## src/rtl/wb_irq_ctrl_if.sv

```systemverilog
// Wishbone B3 classic bus port of wb_irq_ctrl; signal names are from the slave's point of view.
interface wb_irq_ctrl_if;
    logic [4:0]  wb_adr_i;
    logic [31:0] wb_dat_i;
    logic [3:0]  wb_sel_i;
    logic        wb_we_i;
    logic        wb_cyc_i;
    logic        wb_stb_i;
    logic [31:0] wb_dat_o;
    logic        wb_ack_o;
    logic        wb_err_o;

    modport slave (
        input  wb_adr_i,
        input  wb_dat_i,
        input  wb_sel_i,
        input  wb_we_i,
        input  wb_cyc_i,
        input  wb_stb_i,
        output wb_dat_o,
        output wb_ack_o,
        output wb_err_o
    );

    modport master (
        output wb_adr_i,
        output wb_dat_i,
        output wb_sel_i,
        output wb_we_i,
        output wb_cyc_i,
        output wb_stb_i,
        input  wb_dat_o,
        input  wb_ack_o,
        input  wb_err_o
    );
endinterface

```

## src/rtl/wb_irq_ctrl.sv

```systemverilog
// Wishbone interrupt controller: per-channel synchroniser, level/edge mode, polarity,
// sticky pending and mask, driving the CPU interrupt vector.
module wb_irq_ctrl #(
    parameter int unsigned NUM_IRQ     = 32,
    parameter int unsigned SYNC_STAGES = 2
) (
    input  logic               wb_clk_i,
    input  logic               wb_rst_ni,
    wb_irq_ctrl_if.slave       wb,
    input  logic [NUM_IRQ-1:0] irq_src_i,
    output logic [NUM_IRQ-1:0] irq_o,
    output logic               irq_any_o
);

    localparam logic [2:0] RegPending  = 3'd0;
    localparam logic [2:0] RegMask     = 3'd1;
    localparam logic [2:0] RegMode     = 3'd2;
    localparam logic [2:0] RegPolarity = 3'd3;
    localparam logic [2:0] RegActive   = 3'd4;
    localparam logic [2:0] RegSwset    = 3'd5;

    logic [NUM_IRQ-1:0] src_sync;
    logic [NUM_IRQ-1:0] src_d_q;
    logic [NUM_IRQ-1:0] pending_q, pending_d;
    logic [NUM_IRQ-1:0] mask_q, mode_q, pol_q;
    logic [31:0]        dat_q;
    logic               ack_q, err_q;

    // ------------------------------------------------------------------
    // Input synchroniser
    // ------------------------------------------------------------------
    if (SYNC_STAGES == 0) begin : g_nosync
        assign src_sync = irq_src_i;
    end else begin : g_sync
        logic [NUM_IRQ-1:0] sync_q [SYNC_STAGES];

        always_ff @(posedge wb_clk_i or negedge wb_rst_ni) begin
            if (!wb_rst_ni) begin
                for (int i = 0; i < SYNC_STAGES; i++) begin
                    sync_q[i] <= '0;
                end
            end else begin
                sync_q[0] <= irq_src_i;
                for (int i = 1; i < SYNC_STAGES; i++) begin
                    sync_q[i] <= sync_q[i-1];
                end
            end
        end

        assign src_sync = sync_q[SYNC_STAGES-1];
    end

    // ------------------------------------------------------------------
    // Bus decode
    // ------------------------------------------------------------------
    logic [2:0]         reg_idx;
    logic               req, reg_valid, wr_en;
    logic [31:0]        lane_mask, wr_bits_full;
    logic [NUM_IRQ-1:0] wr_bits, wr_keep;
    logic               wr_pending, wr_mask, wr_mode, wr_pol, wr_swset;
    logic [NUM_IRQ-1:0] w1c, swset;
    logic               unused_adr;

    assign unused_adr = ^wb.wb_adr_i[1:0];

    // A request is only taken while no response is outstanding, so back-to-back
    // strobes are acked every second cycle.
    assign req       = wb.wb_cyc_i & wb.wb_stb_i & ~ack_q & ~err_q;
    assign reg_idx   = wb.wb_adr_i[4:2];
    assign reg_valid = (reg_idx <= RegSwset);
    assign wr_en     = req & reg_valid & wb.wb_we_i;

    assign lane_mask = {{8{wb.wb_sel_i[3]}}, {8{wb.wb_sel_i[2]}},
                        {8{wb.wb_sel_i[1]}}, {8{wb.wb_sel_i[0]}}};
    assign wr_bits_full = wb.wb_dat_i & lane_mask;
    assign wr_bits      = wr_bits_full[NUM_IRQ-1:0];
    assign wr_keep      = ~lane_mask[NUM_IRQ-1:0];

    assign wr_pending = wr_en && (reg_idx == RegPending);
    assign wr_mask    = wr_en && (reg_idx == RegMask);
    assign wr_mode    = wr_en && (reg_idx == RegMode);
    assign wr_pol     = wr_en && (reg_idx == RegPolarity);
    assign wr_swset   = wr_en && (reg_idx == RegSwset);

    assign w1c   = wr_pending ? wr_bits : '0;
    assign swset = wr_swset   ? wr_bits : '0;

    // ------------------------------------------------------------------
    // Pending next state
    // ------------------------------------------------------------------
    logic [NUM_IRQ-1:0] edge_evt;
    logic [NUM_IRQ-1:0] edge_next;
    logic [NUM_IRQ-1:0] level_next;

    // Both samples are compared under the current polarity, so a polarity write
    // alone can never look like an edge.
    always_comb begin
        edge_evt   = (src_sync ^ pol_q) & ~(src_d_q ^ pol_q);
        edge_next  = (pending_q & ~w1c) | edge_evt | swset;
        level_next = src_sync ^ pol_q;
        pending_d  = (mode_q & edge_next) | (~mode_q & level_next);
    end

    // ------------------------------------------------------------------
    // Read mux, sampled before any same-edge register update
    // ------------------------------------------------------------------
    logic [31:0] rd_data;

    always_comb begin
        rd_data = '0;
        case (reg_idx)
            RegPending:  rd_data = 32'(pending_q);
            RegMask:     rd_data = 32'(mask_q);
            RegMode:     rd_data = 32'(mode_q);
            RegPolarity: rd_data = 32'(pol_q);
            RegActive:   rd_data = 32'(pending_q & mask_q);
            default:     rd_data = '0;
        endcase
    end

    // ------------------------------------------------------------------
    // State
    // ------------------------------------------------------------------
    always_ff @(posedge wb_clk_i or negedge wb_rst_ni) begin
        if (!wb_rst_ni) begin
            src_d_q   <= '0;
            pending_q <= '0;
            mask_q    <= '0;
            mode_q    <= '0;
            pol_q     <= '0;
        end else begin
            src_d_q   <= src_sync;
            pending_q <= pending_d;
            if (wr_mask) begin
                mask_q <= (mask_q & wr_keep) | wr_bits;
            end
            if (wr_mode) begin
                mode_q <= (mode_q & wr_keep) | wr_bits;
            end
            if (wr_pol) begin
                pol_q <= (pol_q & wr_keep) | wr_bits;
            end
        end
    end

    always_ff @(posedge wb_clk_i or negedge wb_rst_ni) begin
        if (!wb_rst_ni) begin
            ack_q <= 1'b0;
            err_q <= 1'b0;
            dat_q <= '0;
        end else begin
            ack_q <= req & reg_valid;
            err_q <= req & ~reg_valid;
            dat_q <= (req & reg_valid & ~wb.wb_we_i) ? rd_data : '0;
        end
    end

    assign wb.wb_ack_o = ack_q;
    assign wb.wb_err_o = err_q;
    assign wb.wb_dat_o = dat_q;

    assign irq_o     = pending_q & mask_q;
    assign irq_any_o = |irq_o;

endmodule

```

## src/flat_wrapper.sv

```systemverilog
// flat-port wrapper written by rule: the top's interface ports become plain ports
module wb_irq_ctrl_flat 
#(
    parameter int unsigned NUM_IRQ     = 32,
    parameter int unsigned SYNC_STAGES = 2
)
  (wb_clk_i, wb_rst_ni, irq_src_i, irq_o, irq_any_o, wb_wb_adr_i, wb_wb_dat_i, wb_wb_sel_i, wb_wb_we_i, wb_wb_cyc_i, wb_wb_stb_i, wb_wb_dat_o, wb_wb_ack_o, wb_wb_err_o);
  wb_irq_ctrl_if wb_i ();
  input  logic wb_clk_i;
  input  logic wb_rst_ni;
  input  logic [NUM_IRQ-1:0] irq_src_i;
  output logic [NUM_IRQ-1:0] irq_o;
  output logic irq_any_o;
  input wire logic [$bits(wb_i.wb_adr_i)-1:0] wb_wb_adr_i;
  input wire logic [$bits(wb_i.wb_dat_i)-1:0] wb_wb_dat_i;
  input wire logic [$bits(wb_i.wb_sel_i)-1:0] wb_wb_sel_i;
  input wire logic [$bits(wb_i.wb_we_i)-1:0] wb_wb_we_i;
  input wire logic [$bits(wb_i.wb_cyc_i)-1:0] wb_wb_cyc_i;
  input wire logic [$bits(wb_i.wb_stb_i)-1:0] wb_wb_stb_i;
  output wire logic [$bits(wb_i.wb_dat_o)-1:0] wb_wb_dat_o;
  output wire logic [$bits(wb_i.wb_ack_o)-1:0] wb_wb_ack_o;
  output wire logic [$bits(wb_i.wb_err_o)-1:0] wb_wb_err_o;
  assign wb_i.wb_adr_i = wb_wb_adr_i;
  assign wb_i.wb_dat_i = wb_wb_dat_i;
  assign wb_i.wb_sel_i = wb_wb_sel_i;
  assign wb_i.wb_we_i = wb_wb_we_i;
  assign wb_i.wb_cyc_i = wb_wb_cyc_i;
  assign wb_i.wb_stb_i = wb_wb_stb_i;
  assign wb_wb_dat_o = wb_i.wb_dat_o;
  assign wb_wb_ack_o = wb_i.wb_ack_o;
  assign wb_wb_err_o = wb_i.wb_err_o;
  wb_irq_ctrl #(.NUM_IRQ(NUM_IRQ), .SYNC_STAGES(SYNC_STAGES)) u_core (.wb_clk_i(wb_clk_i), .wb_rst_ni(wb_rst_ni), .wb(wb_i), .irq_src_i(irq_src_i), .irq_o(irq_o), .irq_any_o(irq_any_o));
endmodule
```

## config.mk

```make
export PLATFORM = sky130hd
export DESIGN_NAME = wb_irq_ctrl_flat
export DESIGN_NICKNAME = d
export VERILOG_FILES = /design/src/rtl/wb_irq_ctrl_if.sv /design/src/rtl/wb_irq_ctrl.sv /design/src/flat_wrapper.sv
export SDC_FILE = /design/constraint.sdc
export NUM_CORES = 1
export LEC_CHECK = 0
export BUFFER_PORTS_ARGS = -buffer_cell sky130_fd_sc_hd__buf_4
export CAP_MARGIN = 25
export CORE_ASPECT_RATIO = 0.7
export CORE_MARGIN = 10
export CORE_UTILIZATION = 55
export DETAILED_ROUTE_END_ITERATION = 12
export PLACE_DENSITY_LB_ADDON = 0.05
export SYNTH_ARGS = -nofsm -noshare
export SYNTH_HDL_FRONTEND = slang
export SYNTH_SLANG_ARGS = --single-unit
```

## constraint.sdc

```tcl
create_clock -name wb_clk_i -period 4.4 [get_ports wb_clk_i]
set_input_delay 0.88 -clock wb_clk_i [delete_from_list [all_inputs] [get_ports wb_clk_i]]
set_output_delay 0.88 -clock wb_clk_i [all_outputs]
set_load 0.005 [all_outputs]
```

==> flow_summary.toml <==
[die]
rows = 43
die_width_um = 190
die_h_um = 139
num_io_pins = 145
core_um2 = 19800
start_util_pct = 55.9
die-area_um2 = 26300

[clock_network]
ctsResizeCount = 0
htreeDepth = 1
insertion_delay_ns = 0.52
ctsRootBufferMaster = "clkbuf_16"
hold_buffers = 0
post-cts-setup-buffers = 0
cts_buffers = 25
clk_path_buf_depth = 3
cts_tree = "yes"
clkSinkCount = 258
clk_pin_slew_ns = 0.06

[timing]
whs_ns = 0.347
fmax_mhz = 267
clock_skew_ns = 0.0116
rsz0062_at_grt = "false"
setup_viol = 0
hold_viol = 0
slew_headroom_pct = 34.8
period_needed_ns = 3.75
tightest_slew_ns = 0.977
slew_viol_final = 0
period_share_pct = 85.1
finalSetupTns_ns = 0

[synthesis]
syn_area_per_cell_um2 = 12.0
ys_ff_latch = 258
ys_types = 33
synthCells = 925
netlist_area_um2 = 11100
syn_nets = 1003
yosysSeqAreaShare_pct = 58.3
ys_warn_count = 0

[critical_path]
cpMaxStageDelayCell = "or4_1"
path_cells = "and2_4 > or4_1 > or4_1 > or4_1 > buf_4"
start_kind = "register"
r2r_cells = 4
crit_required_ns = 3.52
arrival_ns = 2.87
critical-path-top-delay-family = "simple AND/OR/NAND/NOR gates"
crit_buf_inv = 1
path_class = "register to output pin"
cpPeakStageDelay_ns = 0.55
crit_fanout = 4
cp_common_cell = "or4_1"
path_depth = 5
end_kind = "output pin"

[finish]
area.sequential_um2 = 6460
num-fill-cells = 1539
antennaDiodeCount = 0
post-route-util_pct = 67.4
layout.nets = 1150
drive_gt1_share_pct = 30.1
fin_cells = 1358
stdcell_area_um2 = 13300
multi_input_area_um2 = 4470
areaGrowthSynthToFinish_pct = 20.5

[power]
clock_power_share_pct = 38.0
p_sw_share_pct = 25.2
combPwrFrac_pct = 13.8
power_density_nw_per_um2 = 438
p_int_mw = 4.36
p_leak_nw = 6.33
vdd_drop_max_mv = 0.277
p_seq_share_pct = 48.2
p_sw_mw = 1.47

[grt]
grt_pass1_vias = 8051
grt_pass1_wl_mm = 44.9
grtUsageTotal_pct = 21.1
grt_start_max_net_pins = 120
antenna_found_initial = 1
grt-ovfl-total = 0

[place]
post-dp-hpwl_mm = 18.4
gp_congestion = 0.804
placed_area_um2 = 12500
numPortBuffers = 142
place_inst = 1315

[detailed_routing]
drt_iter0_markers = 566
drt-pass1-iter-count = 5
wl_per_cell_um = 20.7
num_vias = 7929
ant_nets = 0
routed_wirelength_mm = 28.2
route.detailed.drc = 0
vias_per_cell = 5.84

[hold_path]
worstHoldPathCells = 0
hp-class = "register to register"

[job]
drv_cap = 0

[run_status]
status = "complete, no violations"
## cell families (layout without fill, tap and decap cells)
logic type             after synthesis  count (layout)  synth area share, %
AO/OA/AOI/OAI                      215             215                 13.5
XOR/XNOR                            32              32                 2.53
buffers and inverters               41             204                 1.39
flip-flops                         258             258                 58.3
multiplexers                       128             128                 12.9
AND/OR/NAND/NOR                    251             251                 11.3
## cells in the mapped netlist
cell | count | area [um^2]
nor3b_1 | 2 | 15.0
and2_1 | 31 | 194
or4_1 | 9 | 67.6
mux2_2 | 116 | 1310
xor2_1 | 32 | 280
clkbuf_1 | 39 | 146
nand3b_1 | 2 | 15.0
a31oi_1 | 32 | 200
dfrtp_1 | 258 | 6460
and2_4 | 2 | 17.5
nand4bb_1 | 1 | 11.3
a22oi_1 | 21 | 158
a21o_1 | 20 | 150
mux2i_1 | 12 | 120
nor2b_1 | 1 | 6.26
nor4b_2 | 1 | 15.0
buf_1 | 1 | 3.75
nand2_1 | 70 | 263
nor2_1 | 74 | 278
a21oi_1 | 34 | 170
o22a_1 | 11 | 96.3
o221ai_1 | 32 | 280
a32oi_1 | 11 | 96.3
nand2b_1 | 45 | 282
nand3_1 | 4 | 20.0
a2bb2oi_1 | 20 | 175
inv_1 | 1 | 3.75
o21ai_0 | 34 | 170
nand4b_1 | 2 | 17.5
and3_1 | 1 | 6.26
or2_2 | 4 | 25.0
nor4b_1 | 1 | 8.76
and4bb_2 | 1 | 12.5
## cells in the final DEF (no fill, tap or decap), types with 2 or more instances in the layout
| cell | Yosys | final |
|---|---|---|
| mux2i_1 | 12 | 12 |
| o221ai_1 | 32 | 32 |
| a31oi_1 | 32 | 32 |
| o21ai_0 | 34 | 34 |
| a32oi_1 | 11 | 11 |
| a21o_1 | 20 | 20 |
| o22a_1 | 11 | 11 |
| nand2b_1 | 45 | 45 |
| mux2_2 | 116 | 116 |
| clkinv_2 | 0 | 6 |
| nand4b_1 | 2 | 2 |
| buf_4 | 0 | 158 |
| nor2_1 | 74 | 73 |
| or4_1 | 9 | 9 |
| a22oi_1 | 21 | 21 |
| nand3b_1 | 2 | 2 |
| bufinv_16 | 0 | 4 |
| a21oi_1 | 34 | 34 |
| a2bb2oi_1 | 20 | 20 |
| clkbuf_8 | 0 | 4 |
| xor2_1 | 32 | 32 |
| clkbuf_1 | 39 | 3 |
| nand3_1 | 4 | 4 |
| or2_2 | 4 | 4 |
| and2_4 | 2 | 2 |
| and2_1 | 31 | 31 |
| nor3b_2 | 0 | 2 |
| nand2_1 | 70 | 70 |
| dfrtp_1 | 258 | 258 |
| clkbuf_16 | 0 | 25 |
## layer usage
layer | global-route usage (%) | vias to the layer above | share of wire (%)
met3 | 4.82 | 44 | 6.8
li1 | - | 3658 | -
met1 | 30.1 | 3996 | 46
met2 | 32.1 | 231 | 45
met4 | 4.75 | 0 | 2.0
met5 | 0 | - | 0
## power groups by stage
| stage | sequential [mW] | clock (mW) | combinational (mW) |
|---|---|---|---|
| 2_1_floorplan | 2.79 | 0 | 0.510 |
| 3_3_place_gp | 2.84 | 0 | 0.787 |
| 3_5_place_dp | 2.85 | 0 | 0.803 |
| 4_1_cts | 2.81 | 2.26 | 0.809 |
| 5_1_grt | 2.85 | 2.36 | 0.897 |
| 6_report | 2.81 | 2.22 | 0.804 |
## per-stage QoR
step                      worst slack [ns]  power, mW
after global placement                1.18       3.63
final                                0.654       5.84
after floorplan                       1.57       3.30
after detailed placement              1.16       3.65
after CTS                            0.619       5.87
after global routing                 0.552       6.10
## worst paths after layout
path | start | slack, ns | to
worst max-delay path | u_core.pending_q[26]$_DFF_PN0_ | 0.65 | irq_any_o
worst min-delay path | u_core.g_sync.sync_q[39]$_DFF_PN0_ | 0.35 | u_core.src_sync[7]$_DFF_PN0_
worst max register to register | u_core.wb.wb_err_o$_DFF_PN0_ | 2.02 | register
worst min register to register | u_core.g_sync.sync_q[39]$_DFF_PN0_ | 0.35 | u_core.src_sync[7]$_DFF_PN0_
max in group asynchronous | wb_rst_ni | 2.99 | u_core.pending_q[28]$_DFF_PN0_
min in group asynchronous | wb_rst_ni | 0.44 | u_core.g_sync.sync_q[55]$_DFF_PN0_
## final cells by class
class,instances,area share (%)
multi-input combinational,626,33.5
sequential,258,48.4
clock buffer,32,5.19
clock inverter,11,1.18
tap,270,2.53
timing repair buffer,160,9.16
inverter,1,0.0281
## worst reg2reg max path: cells and delay by family (launching register included)
family	cells	cell delay (ns)
muxes	1	0.45
DFF	1	0.38
and+or+nand+nor	3	1.43
Note: power is estimated with default switching activity, not from simulation.
